File: config.mk
export PLATFORM = sky130hd
export DESIGN_NAME = bus_req_queue_flat
export DESIGN_NICKNAME = d
export VERILOG_FILES = /design/src/rtl/bus_req_queue_if.sv /design/src/rtl/bus_req_queue.sv /design/src/flat_wrapper.sv
export SDC_FILE = /design/constraint.sdc
export NUM_CORES = 1
export LEC_CHECK = 0
export BUFFER_PORTS_ARGS = -buffer_cell sky130_fd_sc_hd__buf_2
export CAP_MARGIN = 40
export CORE_MARGIN = 5
export CORE_UTILIZATION = 45
export CTS_CLUSTER_DIAMETER = 40
export DETAILED_ROUTE_END_ITERATION = 10
export GPL_TIMING_DRIVEN = 0
export PLACE_DENSITY = 0.74
export SLEW_MARGIN = 20
export SYNTH_ARGS = -nofsm -noshare
export SYNTH_HDL_FRONTEND = slang
export SYNTH_SLANG_ARGS = --single-unit
export TNS_END_PERCENT = 1
File: constraint.sdc
create_clock -name clk -period 8.3 [get_ports clk]
set_input_delay 0 -clock clk [delete_from_list [all_inputs] [get_ports clk]]
set_output_delay 0 -clock clk [all_outputs]
set_load 0.1 [all_outputs]
File: src/rtl/bus_req_queue_if.sv
// Cache-side enqueue and bus-side request/grant bundle
// for the per-processor bus request queue.
interface bus_req_queue_if #(
  parameter int NUM_PROC = 4,
  parameter int DEPTH    = 4,
  parameter int ADDR_W   = 64,
  parameter int BRT_W    = 32
);
  localparam int PROC_W = $clog2(NUM_PROC);
  localparam int DEST_W = $clog2(NUM_PROC) + 1;
  localparam int CNT_W  = $clog2(DEPTH + 1);

  logic                             enq_valid;
  logic [PROC_W-1:0]                enq_proc;
  logic [DEST_W-1:0]                enq_dest;
  logic [BRT_W-1:0]                 enq_brt;
  logic [ADDR_W-1:0]                enq_addr;
  logic                             enq_ready;
  logic [NUM_PROC-1:0]              request;
  logic [NUM_PROC-1:0][DEST_W-1:0]  request_dest;
  logic [NUM_PROC-1:0][BRT_W-1:0]   request_brt;
  logic [NUM_PROC-1:0][ADDR_W-1:0]  request_addr;
  logic [NUM_PROC-1:0]              grant;
  logic [NUM_PROC-1:0][CNT_W-1:0]   occupancy;
  logic [NUM_PROC-1:0]              stall_err;

  modport master (
    output enq_valid, enq_proc, enq_dest,
    output enq_brt, enq_addr, grant,
    input  enq_ready, request, request_dest,
    input  request_brt, request_addr,
    input  occupancy, stall_err
  );

  modport slave (
    input  enq_valid, enq_proc, enq_dest,
    input  enq_brt, enq_addr, grant,
    output enq_ready, request, request_dest,
    output request_brt, request_addr,
    output occupancy, stall_err
  );
endinterface

File: src/rtl/bus_req_queue.sv
// Per-processor request FIFOs feeding the snooping bus;
// heads held until granted, starving heads flagged.
module bus_req_queue #(
  parameter int NUM_PROC    = 4,
  parameter int DEPTH       = 4,
  parameter int ADDR_W      = 64,
  parameter int BRT_W       = 32,
  parameter int STALL_LIMIT = 1024
) (
  input logic            clk,
  input logic            rst_l,
  bus_req_queue_if.slave bus
);
  localparam int PROC_W = $clog2(NUM_PROC);
  localparam int DEST_W = $clog2(NUM_PROC) + 1;
  localparam int CNT_W  = $clog2(DEPTH + 1);
  localparam int PTR_W  = $clog2(DEPTH);
  localparam int WAIT_W = $clog2(STALL_LIMIT + 1);

  typedef struct packed {
    logic [DEST_W-1:0] dest;
    logic [BRT_W-1:0]  brt;
    logic [ADDR_W-1:0] addr;
  } entry_t;

  entry_t                           mem [NUM_PROC][DEPTH];
  logic [NUM_PROC-1:0][PTR_W-1:0]   wr_ptr;
  logic [NUM_PROC-1:0][PTR_W-1:0]   rd_ptr;
  logic [NUM_PROC-1:0][CNT_W-1:0]   cnt;
  logic [NUM_PROC-1:0][WAIT_W-1:0]  wait_cnt;
  logic [NUM_PROC-1:0][WAIT_W-1:0]  wait_nxt;
  logic [NUM_PROC-1:0]              err;
  logic [NUM_PROC-1:0]              nonempty;
  logic [NUM_PROC-1:0]              full;
  logic [NUM_PROC-1:0]              push;
  logic [NUM_PROC-1:0]              pop;
  logic                             rdy;
  entry_t                           wr_entry;

  // Per-FIFO status, push/pop strobes, head outputs
  always_comb begin
    rdy      = 1'b0;
    nonempty = '0;
    full     = '0;
    push     = '0;
    pop      = '0;
    wait_nxt = wait_cnt;
    wr_entry = '{dest: bus.enq_dest,
                 brt:  bus.enq_brt,
                 addr: bus.enq_addr};
    bus.request_dest = '0;
    bus.request_brt  = '0;
    bus.request_addr = '0;
    for (int i = 0; i < NUM_PROC; i++) begin
      nonempty[i] = cnt[i] != '0;
      full[i]     = cnt[i] == CNT_W'(DEPTH);
    end
    // A full FIFO refuses even if it pops this cycle
    rdy = !full[bus.enq_proc];
    for (int i = 0; i < NUM_PROC; i++) begin
      pop[i]  = bus.grant[i] && nonempty[i];
      push[i] = bus.enq_valid && rdy &&
                (bus.enq_proc == PROC_W'(i));
      if (!nonempty[i] || pop[i])
        wait_nxt[i] = '0;
      else if (wait_cnt[i] != WAIT_W'(STALL_LIMIT))
        wait_nxt[i] = wait_cnt[i] + WAIT_W'(1);
      if (nonempty[i]) begin
        bus.request_dest[i] = mem[i][rd_ptr[i]].dest;
        bus.request_brt[i]  = mem[i][rd_ptr[i]].brt;
        bus.request_addr[i] = mem[i][rd_ptr[i]].addr;
      end
    end
  end

  assign bus.enq_ready = rdy;
  assign bus.request   = nonempty;
  assign bus.occupancy = cnt;
  assign bus.stall_err = err;

  // Entry storage; contents are don't-care after reset
  always_ff @(posedge clk) begin
    for (int i = 0; i < NUM_PROC; i++)
      if (push[i]) mem[i][wr_ptr[i]] <= wr_entry;
  end

  // Pointers, counts, head-wait and sticky stall flags
  always_ff @(posedge clk or negedge rst_l) begin
    if (!rst_l) begin
      wr_ptr   <= '0;
      rd_ptr   <= '0;
      cnt      <= '0;
      wait_cnt <= '0;
      err      <= '0;
    end else begin
      for (int i = 0; i < NUM_PROC; i++) begin
        if (push[i]) wr_ptr[i] <= wr_ptr[i] + PTR_W'(1);
        if (pop[i])  rd_ptr[i] <= rd_ptr[i] + PTR_W'(1);
        if (push[i] && !pop[i])
          cnt[i] <= cnt[i] + CNT_W'(1);
        else if (!push[i] && pop[i])
          cnt[i] <= cnt[i] - CNT_W'(1);
        wait_cnt[i] <= wait_nxt[i];
        if (wait_nxt[i] == WAIT_W'(STALL_LIMIT))
          err[i] <= 1'b1;
      end
    end
  end
endmodule

File: src/flat_wrapper.sv
// flat-port wrapper written by rule: the top's interface ports become plain ports
module bus_req_queue_flat 
#(
  parameter int NUM_PROC    = 4,
  parameter int DEPTH       = 4,
  parameter int ADDR_W      = 64,
  parameter int BRT_W       = 32,
  parameter int STALL_LIMIT = 1024
)
  (clk, rst_l, bus_enq_valid, bus_enq_proc, bus_enq_dest, bus_enq_brt, bus_enq_addr, bus_grant, bus_enq_ready, bus_request, bus_request_dest, bus_request_brt, bus_request_addr, bus_occupancy, bus_stall_err);
  bus_req_queue_if #(.NUM_PROC(NUM_PROC), .DEPTH(DEPTH), .ADDR_W(ADDR_W), .BRT_W(BRT_W)) bus_i ();
  input logic clk;
  input logic rst_l;
  input wire logic [$bits(bus_i.enq_valid)-1:0] bus_enq_valid;
  input wire logic [$bits(bus_i.enq_proc)-1:0] bus_enq_proc;
  input wire logic [$bits(bus_i.enq_dest)-1:0] bus_enq_dest;
  input wire logic [$bits(bus_i.enq_brt)-1:0] bus_enq_brt;
  input wire logic [$bits(bus_i.enq_addr)-1:0] bus_enq_addr;
  input wire logic [$bits(bus_i.grant)-1:0] bus_grant;
  output wire logic [$bits(bus_i.enq_ready)-1:0] bus_enq_ready;
  output wire logic [$bits(bus_i.request)-1:0] bus_request;
  output wire logic [$bits(bus_i.request_dest)-1:0] bus_request_dest;
  output wire logic [$bits(bus_i.request_brt)-1:0] bus_request_brt;
  output wire logic [$bits(bus_i.request_addr)-1:0] bus_request_addr;
  output wire logic [$bits(bus_i.occupancy)-1:0] bus_occupancy;
  output wire logic [$bits(bus_i.stall_err)-1:0] bus_stall_err;
  assign bus_i.enq_valid = bus_enq_valid;
  assign bus_i.enq_proc = bus_enq_proc;
  assign bus_i.enq_dest = bus_enq_dest;
  assign bus_i.enq_brt = bus_enq_brt;
  assign bus_i.enq_addr = bus_enq_addr;
  assign bus_i.grant = bus_grant;
  assign bus_enq_ready = bus_i.enq_ready;
  assign bus_request = bus_i.request;
  assign bus_request_dest = bus_i.request_dest;
  assign bus_request_brt = bus_i.request_brt;
  assign bus_request_addr = bus_i.request_addr;
  assign bus_occupancy = bus_i.occupancy;
  assign bus_stall_err = bus_i.stall_err;
  bus_req_queue #(.NUM_PROC(NUM_PROC), .DEPTH(DEPTH), .ADDR_W(ADDR_W), .BRT_W(BRT_W), .STALL_LIMIT(STALL_LIMIT)) u_core (.clk(clk), .rst_l(rst_l), .bus(bus_i));
endmodule
After elaboration in Yosys (flattened, before gate mapping)
Memory sizes are Yosys's and may differ from the RTL's.
Cells that the tools add are included.

storage, ports and cells
  output and inout bits = 417
  memories = 1
  word-level logic and storage cells = 194
  bits of input ports = 108
  bits in writable memories = 1584
  register bits = 76

cells by class
  add/subtract/negate cells = 20
  equality and inequality tests = 15
  reduce and logical (&&, ||, !) cells = 50
  bitwise gates (word level) = 8
  multiplexer cells = 67
  magnitude comparators = 13

memory list
  memory      words  bits a word  rd ports  clocked after memory_dff  wr ports  RTL line             RTL
  u_core.mem  4      396          4         0                         1         bus_req_queue.sv:26  entry_t mem [NUM_PROC][DEPTH];

operators with widths
  cell                                                                   count
  396-bit 2-to-1 mux                                                     10
  99-bit 2-to-1 mux                                                      12
  396-bit OR reduction                                                   3
  99-bit binary-select mux with 2-bit select                             4
  99-bit demux with 2-bit select                                         4
  64-bit 2-to-1 mux                                                      4
  32-bit 2-to-1 mux                                                      4
  11-bit 2-to-1 mux                                                      8
  11-bit by 1-bit adder with 11-bit output (second input constant)       4
  11-bit == test (second input constant)                                 4
  11-bit inequality test (second input constant)                         4
  3-bit 2-to-1 mux                                                       12
  3-bit >= comparator (second input constant)                            8
  2-bit NOT with 3-bit output                                            8
  1-bit logical AND                                                      21
  2-bit by 1-bit adder with 2-bit output (second input constant)         8
  1-bit zero test                                                        13
  3-bit by 1-bit adder with 3-bit output (second input constant)         4
  3-bit == test (second input constant)                                  4
  3-bit by 1-bit < comparator with 1-bit output (second input constant)  4
  3-bit nonzero test                                                     4
  3-bit by 1-bit subtractor with 3-bit output (second input constant)    4
  2-bit nonzero test                                                     4
  2-bit 2-to-1 mux                                                       3
  7 further kinds                                                        15

Depth between registers and ports, before layout
  word-level depth = 12
  depth in mapped cells = 10
  gate-level depth less buffers = 9

Worst setup path after synthesis
No wires, ideal clock.

  path type = register to register
  start = register u_core.cnt (netlist bit u_core.bus.occupancy[0])
  end = memory u_core.mem[0][0] in the netlist's numbering (enable)
  arrival time = 3.976 ns
  stages on the path, launching flop included = 6
  setup time = 0.469 ns
  path slack = 3.855 ns
  clock period less this slack = 4.445 ns
  buffers on the path = 1
  cell sequence = dfrtp_1 nor2_1 nand2_1 nor4bb_1 clkbuf_1 and2_1

between the ends
  elaborated cells on any way between the ends = 26
  classes of those cells = eq/ne (1); mux (16); reduce/logical (9)

RTL lines
  what                                       RTL line              RTL
  start: declaration                         bus_req_queue.sv:29   logic [NUM_PROC-1:0][CNT_W-1:0] cnt;
  start signal: indexed assignment           bus_req_queue.sv:100  cnt[i] <= cnt[i] + CNT_W'(1);
  start signal: indexed assignment           bus_req_queue.sv:102  cnt[i] <= cnt[i] - CNT_W'(1);
  3-bit == test                              bus_req_queue.sv:56   full[i] = cnt[i] == CNT_W'(DEPTH);
  1-bit binary-select mux with 2-bit select  bus_req_queue.sv:59   rdy = !full[bus.enq_proc];
  1-bit 2-to-1 mux (not written as such)     bus_req_queue.sv:59
  1-bit zero test                            bus_req_queue.sv:59
  1-bit logical AND (2 in a row)             bus_req_queue.sv:62   push[i] = bus.enq_valid && rdy &&
  via u_core.push[0]                         bus_req_queue.sv:35   logic [NUM_PROC-1:0] push;
  1-bit 2-to-1 mux                           bus_req_queue.sv:84   if (push[i]) mem[i][wr_ptr[i]] <= wr_entry;
  396-bit 2-to-1 mux (not written as such)   bus_req_queue.sv:84
  396-bit 2-to-1 mux (no line) (3 in a row)  --
  end: declaration                           bus_req_queue.sv:26

The timed path passes the listed nets, and every way through them passes these cells. The select of a mux whose other input is x is not followed.

Worst setup path in the final report
  start = register u_core.cnt (netlist bit u_core.bus.occupancy[0])
  end = output port bus_request_addr[13]

between the ends
  word-level cells in the longest chain between the ends = 2

ends and longest elaborated chain
  what                RTL line             RTL
  3-bit nonzero test  bus_req_queue.sv:55  nonempty[i] = cnt[i] != '0;
  64-bit 2-to-1 mux   bus_req_queue.sv:68  if (nonempty[i]) begin
  end: declaration    flat_wrapper.sv:24   output wire logic [$bits(bus_i.request_addr)-1:0] bus_request_addr;

No other way between the ends.

==> results.yml <==
setup_path:
  r2r-start: "u_core.bus.occupancy[6]"
  cpPeakStageDelay_ns: 0.53
  start_kind: "flop"
  reg2reg_depth: 8
  r2r_end: "u_core.mem[2][251]"
  cp_data_required_time_ns: 8.30
  endpoint_kind: "primary output"
  arrival_ns: 3.87
  cp_max_fo: 10
  cp_cell_sequence: "or3_1 -> clkbuf_2 -> buf_16 -> clkbuf_1 -> and2_1 -> buf_2"
  regToRegSetupSlack_ns: 4.75
  criticalPathCategory: "reg -> out"
  crit_path_top_delay_cell: "clkbuf_1"
global_routing:
  grtUsageMet2_pct: 35.96
  grt_max_degree: 44
  track_usage_pct: 22.85
  grt_use_met3_pct: 6.945
  overflow: 0
  busiest_layer: "met2"
  grt_pass1_vias: 34470
  grt_pass1_wl_um: 247400
  antenna_found_initial: 19
  met1_usage_pct: 30.94
sta:
  skew_ns: 0.06787
  setup_violations: 0
  slew_headroom_pct: 44.63
  setup_tns_ns: 0
  fmax_mhz: 258.4
  hold_violations: 0
  worstMarginPinSlew_ns: 0.8305
  period_needed_ns: 3.869
  period_share_pct: 46.62
  grt_setup_unrepaired: "false"
  drv_slew: 0
logic_synthesis:
  synth_edf_count: 1584
  synth_ff_type: "edfxtp_1"
  syn_area_um2: 63930
  ys_ff_latch: 1660
  ys.warnings.count: 0
  async_reset_ff_share_pct: 4.578
  ys_seq_area_share_pct: 77.38
  synthCells: 2970
  avgSynthCellArea_um2: 21.52
  synth_top_area_share_pct: 74.40
  synth_area_leaders: "edfxtp_1 74%, mux4_2 14%, and2_1 4.0%"
  synth_nets: 3110
  synth_cell_types: 50
  yosysTopAreaCell: "edfxtp_1"
worst_hold_path:
  hp-start: "bus_enq_addr[34]"
  min_path_type: "in -> reg"
  min_path_cells: 2
  worstHoldEndpoint: "u_core.mem[3][133]"
floorplan:
  die_h_um: 386.9
  initial_core_util_pct: 45.21
  ioPinCount: 525
  die_w_um: 386.9
  die-area_um2: 149700
  coreArea_um2: 141400
  num_rows: 138
status:
  status: "completed"
cells_and_area:
  nets: 4030
  layout-drive-gt1-share_pct: 34.37
  syn_to_final_growth_pct: 23.04
  final_area_um2: 78660
  final_cell_mix: "1584 x edfxtp_1, 563 x buf_2, 397 x and2_1, 397 x mux4_2, 204 x clkbuf_16"
  final_common_cell: "edfxtp_1"
detailed_routing:
  postRouteWirelength_um: 171800
  drtPass1Iterations: 8
  routedWlPerCell_um: 28.80
  drc_errors: 0
  vias: 33460
  viasPerCell: 5.609
  drt_iter0_drc: 3603
  antenna_left: 0
clock_network:
  post_cts_buffers: 0
  htree_levels: 4
  cts-root-buf: "clkbuf_16"
  cts_buffers: 204
  clock-sinks: 1660
  clock_path_buffers: 3
  clk_pin_slew_ns: 0.06
  clk-insertion-delay-late_ns: 0.86
  cts_tree: "yes"
place:
  post_dp_cell_area_um2: 70370
  place_hpwl_um: 114500
  portBuffers: 524
  gp_congestion: 0.8100
run:
  max-cap-violations: 0
## cells by family (layout without fill, tap and decap cells)
logic type | Yosys count | count (layout) | share of synthesized area, %
AO/OA/AOI/OAI | 45 | 45 | 0.4815
flip-flops | 1660 | 1660 | 77.38
multiplexers | 402 | 402 | 14.07
other | 0 | 8 | 0
XOR/XNOR | 61 | 61 | 0.8357
adder cells (fa/ha/maj) | 32 | 32 | 0.6733
AND/OR/NAND/NOR | 591 | 591 | 5.429
buffers and inverters | 179 | 1276 | 1.129
## worst max-delay path, delay by kind of cell, from the launching register on
kind / cells / cell delay [ns]
simple gates: 2 / 0.80
flops: 1 / 0.47
buf+inv: 4 / 1.73
## metal layers
metal / up-vias / part of all wire (%)
met2: 1659 / 48
met1: 17670 / 39
met3: 265 / 9.9
met5: - / 0.0076
met4: 2 / 3.2
li1: 13860 / -
## registers in the layout, summed over array words and instances (netlist names)
register and count:
u_core.bus.occupancy 12, u_core.bus.stall_err 4, u_core.mem 1584, u_core.rd_ptr 8, u_core.wait_cnt 44, u_core.wr_ptr 8
## per-stage QoR
step	instances	hold slack (ns)	util [%]	setup slack (ns)
global placement	5384	0.2901	48.73	1.602
floorplan	2970	-0.2956	-	3.855
detailed placement	5447	-0.008470	49.76	5.317
CTS	5951	0.001533	55.56	4.349
global route	5959	0.05962	55.61	4.261
finish	5965	0.09276	55.62	4.431
## area by class of cell
class                   count  area [um2]
clock buffers             237        5249
well taps                1890        2365
plain buffers             149       624.3
clock inverters           146        1732
fillers                 10380       62760
flip-flops and latches   1660       49470
multi-input cells        1131       13780
repair buffers            714        5309
diodes                      8       20.02
inverters                  30       112.6
## worst max path at each step
stage | from | endpoint | slack (ns) | depth (start not counted)
final | u_core.bus.occupancy[0] | bus_request_addr[13] | 4.43 | 6
after global routing | u_core.bus.occupancy[0] | bus_request_addr[13] | 4.26 | 6
after CTS | u_core.bus.occupancy[0] | bus_request_addr[13] | 4.35 | 6
after detailed placement | u_core.bus.occupancy[6] | u_core.bus.occupancy[8] | 5.32 | 10
after global placement | u_core.bus.occupancy[3] | u_core.mem[1][243] | 1.60 | 5
after floorplan | u_core.bus.occupancy[0] | u_core.mem[0][0] | 3.85 | 5
## what timing repair did
action	4_1_cts	5_1_grt
hold buffers	121	0
endpoints found under the hold margin	1736	0
gates resized for setup	0	0
## cell usage after synthesis (2+ instances only)
cell type and n:
edfxtp_1 1584, and2_1 413, mux4_2 397, clkbuf_1 94, dfrtp_1 76, nor2_1 58
buf_2 40, xnor2_1 37, nand2_1 34, inv_1 30, ha_1 28, xor2_1 24
nand3_1 20, buf_1 15, nor3_1 15, a21oi_1 11, nand4_1 9, o21ai_0 8
or3_1 8, nand2b_1 7, nor4b_1 7, a31oi_1 5, and3_1 4, fa_1 4
mux2_2 4, and4_1 3, nor2b_1 3, o41ai_1 3, a211o_1 2, a41o_1 2
and4b_1 2, nor3b_1 2, nor4bb_1 2, o211ai_1 2, o21ai_1 2
Power is left out: the tool's default activity adds up to more than one toggle a clock period on the data nets, which glitch-free logic cannot reach.
